## config.mk

```make
export PLATFORM = sky130hd
export DESIGN_NAME = mod_n_cascade_counter_flat
export DESIGN_NICKNAME = d
export VERILOG_FILES = /design/src/rtl/mod_n_cascade_counter_if.sv /design/src/rtl/mod_n_cascade_counter.sv /design/src/flat_wrapper.sv
export SDC_FILE = /design/constraint.sdc
export NUM_CORES = 1
export LEC_CHECK = 0
export CAP_MARGIN = 20
export CORE_MARGIN = 5
export CORE_UTILIZATION = 47
export DETAILED_ROUTE_END_ITERATION = 12
export GPL_TIMING_DRIVEN = 1
export HOLD_SLACK_MARGIN = 0.05
export PLACE_DENSITY = 0.9
export REMOVE_ABC_BUFFERS = 1
export SLEW_MARGIN = 15
export SYNTH_ARGS = -nofsm -noshare
export SYNTH_HDL_FRONTEND = slang
export SYNTH_SLANG_ARGS = --single-unit
```

## constraint.sdc

```tcl
create_clock -name clk -period 1.8 [get_ports clk]
set_input_delay 0.36 -clock clk [delete_from_list [all_inputs] [get_ports clk]]
set_output_delay 0.36 -clock clk [all_outputs]
set_load 0.05 [all_outputs]
```

## src/rtl/mod_n_cascade_counter_if.sv

```systemverilog
// Control and status bundle for the cascaded modulo counter.
interface mod_n_cascade_counter_if #(
  parameter int DIGITS  = 2,
  parameter int DIGIT_W = 4
);
  logic                        en;
  logic                        up;
  logic                        load;
  logic [DIGITS*DIGIT_W-1:0]   load_val;
  logic                        sat_mode;
  logic [DIGITS*DIGIT_W-1:0]   count;
  logic                        tc;
  logic                        wrap;
  logic                        sat;

  modport master (
    output en, up, load, load_val, sat_mode,
    input  count, tc, wrap, sat
  );

  modport slave (
    input  en, up, load, load_val, sat_mode,
    output count, tc, wrap, sat
  );
endinterface

```

## src/rtl/mod_n_cascade_counter.sv

```systemverilog
// Synchronous multi-digit modulo-RADIX counter with up/down, load,
// enable, wrap/saturate and cascade terminal count.

// One digit: holds its value and steps modulo RADIX when told to.
module mod_n_digit #(
  parameter int RADIX   = 10,
  parameter int DIGIT_W = 4
) (
  input  logic               clk,
  input  logic               reset,
  input  logic               load,
  input  logic               step,
  input  logic               up,
  input  logic [DIGIT_W-1:0] load_digit,
  output logic [DIGIT_W-1:0] digit,
  output logic               at_edge
);
  localparam logic [DIGIT_W-1:0] MAXD = DIGIT_W'(RADIX - 1);
  // One extra bit so RADIX == 2**DIGIT_W is representable.
  localparam logic [DIGIT_W:0]   RAD  = (DIGIT_W + 1)'(RADIX);

  logic               valid;
  logic [DIGIT_W-1:0] nxt;

  assign valid   = {1'b0, load_digit} < RAD;
  // Digit sits where a step in the current direction would roll it over.
  assign at_edge = up ? (digit == MAXD) : (digit == '0);

  // Next value for one step in the current direction, rolling at the ends.
  always_comb begin
    nxt = digit;
    if (up) nxt = (digit == MAXD) ? '0 : digit + DIGIT_W'(1);
    else    nxt = (digit == '0) ? MAXD : digit - DIGIT_W'(1);
  end

  // Digit register: reset > load (invalid digits become 0) > step.
  always_ff @(posedge clk) begin
    if (reset)     digit <= '0;
    else if (load) digit <= valid ? load_digit : '0;
    else if (step) digit <= nxt;
  end
endmodule

module mod_n_cascade_counter #(
  parameter int DIGITS  = 2,
  parameter int RADIX   = 10,
  parameter int DIGIT_W = 4
) (
  input  logic                     clk,
  input  logic                     reset,
  mod_n_cascade_counter_if.slave   bus
);
  logic [DIGITS-1:0][DIGIT_W-1:0] digits;
  logic [DIGITS-1:0]              at_edge;
  // carry[i]: every digit below i is at its roll-over value.
  logic [DIGITS:0]                carry;
  logic                           term;
  logic                           adv;
  logic                           wrap_q;
  logic                           sat_q;

  assign carry[0] = 1'b1;
  assign term     = carry[DIGITS];
  // Saturation freezes the whole counter at the terminal value.
  assign adv      = bus.en & ~(term & bus.sat_mode);

  for (genvar g = 0; g < DIGITS; g++) begin : g_digit
    assign carry[g+1] = carry[g] & at_edge[g];
    mod_n_digit #(.RADIX(RADIX), .DIGIT_W(DIGIT_W)) u_digit (
      .clk        (clk),
      .reset      (reset),
      .load       (bus.load),
      .step       (adv & carry[g]),
      .up         (bus.up),
      .load_digit (bus.load_val[g*DIGIT_W +: DIGIT_W]),
      .digit      (digits[g]),
      .at_edge    (at_edge[g])
    );
  end

  assign bus.count = digits;
  assign bus.tc    = bus.en & term;
  assign bus.wrap  = wrap_q;
  assign bus.sat   = sat_q;

  // Status flags: wrap pulses on roll-over, sat holds while pinned.
  always_ff @(posedge clk) begin
    if (reset || bus.load) begin
      wrap_q <= 1'b0;
      sat_q  <= 1'b0;
    end else if (bus.en) begin
      wrap_q <= term & ~bus.sat_mode;
      sat_q  <= term &  bus.sat_mode;
    end else begin
      wrap_q <= 1'b0;
    end
  end
endmodule

```

## src/flat_wrapper.sv

```systemverilog
// flat-port wrapper written by rule: the top's interface ports become plain ports
module mod_n_cascade_counter_flat 
#(
  parameter int DIGITS  = 2,
  parameter int RADIX   = 10,
  parameter int DIGIT_W = 4
)
  (clk, reset, bus_en, bus_up, bus_load, bus_load_val, bus_sat_mode, bus_count, bus_tc, bus_wrap, bus_sat);
  mod_n_cascade_counter_if #(.DIGITS(DIGITS), .DIGIT_W(DIGIT_W)) bus_i ();
  input  logic clk;
  input  logic reset;
  input wire logic [$bits(bus_i.en)-1:0] bus_en;
  input wire logic [$bits(bus_i.up)-1:0] bus_up;
  input wire logic [$bits(bus_i.load)-1:0] bus_load;
  input wire logic [$bits(bus_i.load_val)-1:0] bus_load_val;
  input wire logic [$bits(bus_i.sat_mode)-1:0] bus_sat_mode;
  output wire logic [$bits(bus_i.count)-1:0] bus_count;
  output wire logic [$bits(bus_i.tc)-1:0] bus_tc;
  output wire logic [$bits(bus_i.wrap)-1:0] bus_wrap;
  output wire logic [$bits(bus_i.sat)-1:0] bus_sat;
  assign bus_i.en = bus_en;
  assign bus_i.up = bus_up;
  assign bus_i.load = bus_load;
  assign bus_i.load_val = bus_load_val;
  assign bus_i.sat_mode = bus_sat_mode;
  assign bus_count = bus_i.count;
  assign bus_tc = bus_i.tc;
  assign bus_wrap = bus_i.wrap;
  assign bus_sat = bus_i.sat;
  mod_n_cascade_counter #(.DIGITS(DIGITS), .RADIX(RADIX), .DIGIT_W(DIGIT_W)) u_core (.clk(clk), .reset(reset), .bus(bus_i));
endmodule
```

==> results.py, run 1 <==
metrics = {
    "critical_path": {
        "regToRegSetupSlack_ns": 0.12,
        "critical_path.cell_chain": "and3_1, o211ai_2, nor2_2, buf_12",
        "critical_path.max_fanout": 3,
        "max_stage_delay_ns": 0.43,
        "cp_data_required_time_ns": 1.44,
        "crit_path_buffers_inverters": 1,
        "timing.critical_path.max_delay_family": "flip-flops",
        "crit_path_slowest_cell": "sky130_fd_sc_hd__dfxtp_1",
        "worst-endpoint-arrival_ns": 1.39,
        "worst_setup_path_start_kind": "flop",
        "criticalPathCategory": "flop to output pin",
        "critical_path.endpoint_type": "output pin",
    },
    "logic_synthesis": {
        "ys.warnings.count": 0,
        "netlist_area_sq_um": 910,
        "synth_area_per_cell_sq_um": 7.91,
        "ys_async_rst_share": 0,
        "ys_ff_latch": 10,
        "netlist-cell-type-count": 49,
        "netlist_instances": 115,
        "yosysSeqAreaShare": 0.220,
        "synth-edff-count": 0,
        "ys.flop_type": "sky130_fd_sc_hd__dfxtp_1",
    },
    "sta": {
        "final_min_period_over_clock_period": 0.970,
        "final.min_clock_period_ns": 1.75,
        "remaining_max_slew_budget_at_the_tightest_pin": 0.660,
        "fin_worst_hold_slack_ns": 0.475,
        "setup_viol_count_final": 0,
        "setup_total_negative_slack_ns": 0,
        "finalMaxSlewViolations": 0,
        "report.final.hold_viol_count": 0,
        "final.setup_skew_ns": 0.00150,
        "grt_setup_unrepaired": "no",
        "actual_transition_at_the_worst_max_transition_pin_ns": 0.508,
        "max_freq_ghz": 0.572,
    },
    "route": {
        "postRouteWirelength_microns": 2970,
        "drt_iter0_drc": 40,
        "drtPass1Iterations": 4,
        "routed_via_density": 6.35,
        "routed-via-count": 1124,
        "mean_routed_wirelength_per_cell_microns": 16.8,
        "post-route-drc-count": 0,
        "antenna_left": 0,
    },
    "pwr": {
        "net-switching-power_uw": 286,
        "power_frac_comb": 0.442,
        "clockPowerShare": 0.213,
        "total_leakage_power_uw": 0.000532,
        "pwr_density_cell_mw_per_mm2": 559,
        "p_sw_frac": 0.376,
        "max-vdd-ir-drop_mv": 0.419,
        "seq_power_share": 0.344,
        "p_int_uw": 474,
    },
    "run": {
        "cap_violations": 0,
    },
    "floorplan": {
        "die_area_sq_mm": 0.00291,
        "start_util": 0.478,
        "boundaryPins": 25,
        "chipHeight_microns": 54.0,
        "placeableCoreArea_sq_mm": 0.00190,
        "num_rows": 16,
        "die-width_microns": 54.0,
    },
    "cts": {
        "cts-root-to-sink-buffers": 2,
        "clk_root_buffer_cell": "sky130_fd_sc_hd__clkbuf_4",
        "tritoncts_clock_tree": "yes",
        "cts_sinks": 10,
        "clk_pin_slew_ns": 0.07,
        "worstSkewPairLatency_ns": 0.27,
        "cts_hold_repair.buffers": 0,
        "htree_levels": 1,
        "numCtsBuffers": 3,
    },
    "layout": {
        "area.sequential_sq_um": 205,
        "area_growth_pct": 49.5,
        "final_util": 0.715,
        "final_nets": 166,
        "post-route-cell-area_sq_mm": 0.00136,
        "layout-drive-gt1-share": 0.320,
        "final_cell_mix": "24 x sky130_fd_sc_hd__buf_4, 12 x sky130_fd_sc_hd__clkdlybuf4s50_1, 10 x sky130_fd_sc_hd__o21ai_0",
        "multi_input_area_sq_um": 662,
        "most_common_cell_after_layout_fill_and_taps_aside": "sky130_fd_sc_hd__buf_4",
        "num-fill-cells": 147,
        "num_antenna_cells": 0,
    },
    "global_routing": {
        "overflow_after_grt": 0,
        "grt_first_pass_wirelength_microns": 4870,
        "track_usage": 0.232,
        "antenna_found_initial": 0,
        "vias_in_the_first_global_route": 1083,
        "grt_max_degree": 13,
    },
    "placement": {
        "detailedPlacementHpwl_microns": 2240,
        "post_dp_cell_area_sq_mm": 0.00130,
        "gp_congestion": 0.949,
        "portBuffers": 24,
    },
    "min_path": {
        "holdCritPathClass": "flop to flop",
    },
    "run_status": {
        "outcome": "completed",
    },
}
flip-flops by register name, summed over array words and instances, names as in the netlist:
name                          flops
u_core.g_digit.u_digit.digit      8
u_core.bus.wrap                   1
u_core.bus.sat                    1
cells by family (layout without fill, tap and decap cells):
family | count (synthesis) | after routing | share of synthesized area
buffers and inverters | 14 | 49 | 0.0811
XOR/XNOR | 3 | 3 | 0.0289
AO/OA/AOI/OAI | 47 | 47 | 0.389
flip-flops | 10 | 10 | 0.220
AND/OR/NAND/NOR | 41 | 41 | 0.281
per-stage QoR:
step	std cells	worst slack (ns)	power [uW]
2_1_floorplan	104	-0.555	424
3_3_place_gp	173	-0.203	574
3_5_place_dp	173	-0.298	587
4_1_cts	177	0.0189	751
5_1_grt	177	0.00529	798
6_report	177	0.0531	760
final timing paths:
path / from / endpoint / depth (start not counted)
setup / recovery: u_core.g_digit[0].u_digit.digit[0] / bus_tc / 4
hold / removal: u_core.bus.sat / u_core.bus.sat / 2
setup reg to reg: u_core.g_digit[0].u_digit.digit[0] / u_core.g_digit[1].u_digit.digit[0] / 5
hold reg to reg: u_core.bus.sat / u_core.bus.sat / 2
cells in the mapped netlist (all sizes together) (4+ instances only):
cell,count,area share
nand4,4,0.028
buf,6,0.047
nor3,5,0.040
a21oi,6,0.033
dfxtp,10,0.22
clkbuf,5,0.022
o21ai,11,0.061
nand3,4,0.022
nor2,8,0.036
cell type report:
| cell class | count | area share |
|---|---|---|
| Timing Repair Buffer | 43 | 0.313 |
| Clock buffer | 3 | 0.0166 |
| Tap cell | 27 | 0.0248 |
| Multi-Input combinational cell | 91 | 0.487 |
| Inverter | 3 | 0.00828 |
| Sequential cell | 10 | 0.151 |
metal layers:
metal  track usage  part of all wire  vias up
li1              -                 -      523
met1         0.268              0.40      527
met4         0.112             0.024        0
met5             0                 0        -
met3        0.0416             0.092       10
met2         0.407              0.48       64
what timing repair did:
item / 4_1_cts / 5_1_grt
gates resized for setup: 7 / 6
setup endpoints to repair: 1 / 2
setup buffers: 1 / 0
cloned: 0 / 0
pin swaps: 2 / 1
hold endpoints to repair: 0 / 0
power by group through the flow:
stage          combinational [uW]  clock [uW]  sequential (uW)
2_1_floorplan                 115           0              309
3_3_place_gp                  314           0              260
3_5_place_dp                  326           0              261
4_1_cts                       332         161              258
5_1_grt                       361         173              264
6_report                      336         162              262
worst reg2reg max path: stages (launching register included):
cell                       delay [ns]
sky130_fd_sc_hd__dfxtp_1         0.43
sky130_fd_sc_hd__and3_1          0.25
sky130_fd_sc_hd__o211ai_2        0.11
sky130_fd_sc_hd__buf_4           0.17
sky130_fd_sc_hd__or3_1           0.35
sky130_fd_sc_hd__a311oi_1        0.27
Power figures use the tool's default switching activity.
==> run 2, diff against run 1 <==
CTS_CLUSTER_SIZE = 40   (was not set)
==> results of run 2 <==
No change in the layout: final DEF, timing and power equal those of run 1.
==> RTL change, RTL diff (settings of run 2) <==
`DIGITS` is set to 2 in 3 places; all go to 4.
--- a/src/rtl/mod_n_cascade_counter_if.sv
+++ b/src/rtl/mod_n_cascade_counter_if.sv
@@ -1,5 +1,5 @@
 // Control and status bundle for the cascaded modulo counter.
 interface mod_n_cascade_counter_if #(
-  parameter int DIGITS  = 2,
+  parameter int DIGITS  = 4,
   parameter int DIGIT_W = 4
 );
--- a/src/rtl/mod_n_cascade_counter.sv
+++ b/src/rtl/mod_n_cascade_counter.sv
@@ -43,5 +43,5 @@
 
 module mod_n_cascade_counter #(
-  parameter int DIGITS  = 2,
+  parameter int DIGITS  = 4,
   parameter int RADIX   = 10,
   parameter int DIGIT_W = 4
--- a/src/flat_wrapper.sv
+++ b/src/flat_wrapper.sv
@@ -2,5 +2,5 @@
 module mod_n_cascade_counter_flat 
 #(
-  parameter int DIGITS  = 2,
+  parameter int DIGITS  = 4,
   parameter int RADIX   = 10,
   parameter int DIGIT_W = 4
Ports: changed (resized bus_count and bus_load_val); port bits go from 25 to 41. No check against the original RTL was run, so the function may have changed too.
==> RTL change against run 2 <==
The flow now finishes with violations (setup timing); clock power increased by 32%; final cell count grew 91%; non-clock buffer count rose by 47; global-route usage shrank 1.1 points; count of clock-buffer cells in the layout unchanged; critical endpoint unchanged; total power is 83% higher; area after synthesis rose by 83%; design area up 97%; highest routed layer unchanged; sequential cell count is 8 higher; critical path depth is 2 higher; wire length grew 110%; synthesized cell count up 93%; setup slack worse by 0.071 ns; first-iteration DRC count grew to 5.3 times the old value.
==> RTL change: results (changes against run 2) <==
[status]
outcome = complete, but fails checks  ; was finished clean
violations = setup timing

[logic_synthesis]
synth.distinct_cells = 52  ; was 49
avgSynthCellArea_um2 = 7.52  ; was 7.91 µm²
ys_seq_area_share_pct = 21.6  ; was 22.0%
ys_top_cells_by_count = nor2_1, dfxtp_1, o21ai_0  ; was o21ai_0, dfxtp_1, nor2_1
synth_area_leaders = dfxtp_1, o21ai_0, nor2_1  ; was dfxtp_1, o21ai_0, a21oi_1

[placement]
placed_area_mm2 = 0.00246  ; was 0.00130 mm²
gp_congestion = 0.887  ; was 0.949
dp_hpwl_mm = 3.82  ; was 2.24 mm
io_buffers = 40  ; was 24
dp_cells = 328  ; was 173

[worst_setup_path]
r2r_end = u_core.g_digit[3].u_digit.digit[1]  ; was u_core.g_digit[1].u_digit.digit[0]
crit_family = simple AND/OR/NAND/NOR gates  ; was flip-flops
reg2regPathDepth = 7  ; was 5
slowest_stage = dfxtp_2  ; was dfxtp_1
ff2ff_setup_slack_ns = 0.02  ; was 0.12 ns
timing.rr.start = u_core.g_digit[1].u_digit.digit[0]  ; was u_core.g_digit[0].u_digit.digit[0]
critPathMaxStageDelay_ns = 0.40  ; was 0.43 ns
arrival_ns = 1.46  ; was 1.39 ns
crit_path_start = u_core.g_digit[2].u_digit.digit[0]  ; was u_core.g_digit[0].u_digit.digit[0]

[clocking]
clk_latency_ns = 0.31  ; was 0.27 ns
cts_setup_buffers = 6  ; was 1
cts.clk_slew.worst_paths_ns = 0.11  ; was 0.07 ns

[hold_path]
min-delay-start = u_core.g_digit[3].u_digit.digit[3]  ; was u_core.bus.sat
whs_endpoint = u_core.g_digit[3].u_digit.digit[3]  ; was u_core.bus.sat

[final_layout]
largest_register_ffs = 16  ; was 8
layout-drive-gt1-share_pct = 38.0  ; was 32.0%
finalNetCount = 316  ; was 166
fillers = 210  ; was 147

[sta]
setup_viol = 1  ; was 0
worst_hold_slack_ns = 0.551  ; was 0.475 ns
setup_slack_ns = -0.0178  ; was 0.0531 ns
relSlewSlack_pct = 77.5  ; was 66.0%
tns_ns = -0.0178  ; was 0 ns

[route]
drt_iter0_markers = 211  ; was 40
postRouteWirelength_mm = 6.26  ; was 2.97 mm
wl_met3_um = 333  ; was 274 µm
routedLengthMet1_mm = 2.43  ; was 1.19 mm
dr_wl_met2_mm = 3.32  ; was 1.44 mm
dr.pass1.iters = 5  ; was 4
vias = 2100  ; was 1124

[power]
leakagePower_nw = 1.07  ; was 0.532 nW
max-vdd-ir-drop_v = 0.000269  ; was 0.000419 V

[global_routing]
grt_pass1_wl_mm = 8.96  ; was 4.87 mm
use_met3_pct = 2.61  ; was 4.16%
grt_util_met1_pct = 25.7  ; was 26.8%
grtUsageTotal_pct = 22.1  ; was 23.2%

[RTL change: cell types whose count changed in the layout (fill, tap and decap cells not counted), sizes merged, moves of 8 or more]
cell   delta
a21oi     +8
nor2     +14
nand2    +13
dfxtp     +8
o21ai     +9
buf      +40
[RTL change: cell type report]
class                   instances  area [µm²]  share of cell area [%]
clock buffers                   3        22.5                   0.840
inverters                       4        15.0                   0.560
multi-input cells             177        1320                    49.2
flip-flops and latches         18         373                    13.9
well taps                      46        57.6                    2.15
repair buffers                 90         895                    33.4
[RTL change: where the power goes]
group | internal [mW] | total, mW | switching (mW)
registers | 0.424 | 0.456 | 0.0317
logic | 0.334 | 0.722 | 0.388
clock network | 0.0784 | 0.214 | 0.135
[RTL change: kinds of logic after synthesis]
kind of cell / after synthesis / share of synthesized area (%)
AO/OA/AOI/OAI: 74 / 34.1
XOR/XNOR: 10 / 5.25
buffers and inverters: 27 / 7.42
flip-flops: 18 / 21.6
multiplexers: 3 / 1.80
AND/OR/NAND/NOR: 90 / 29.8
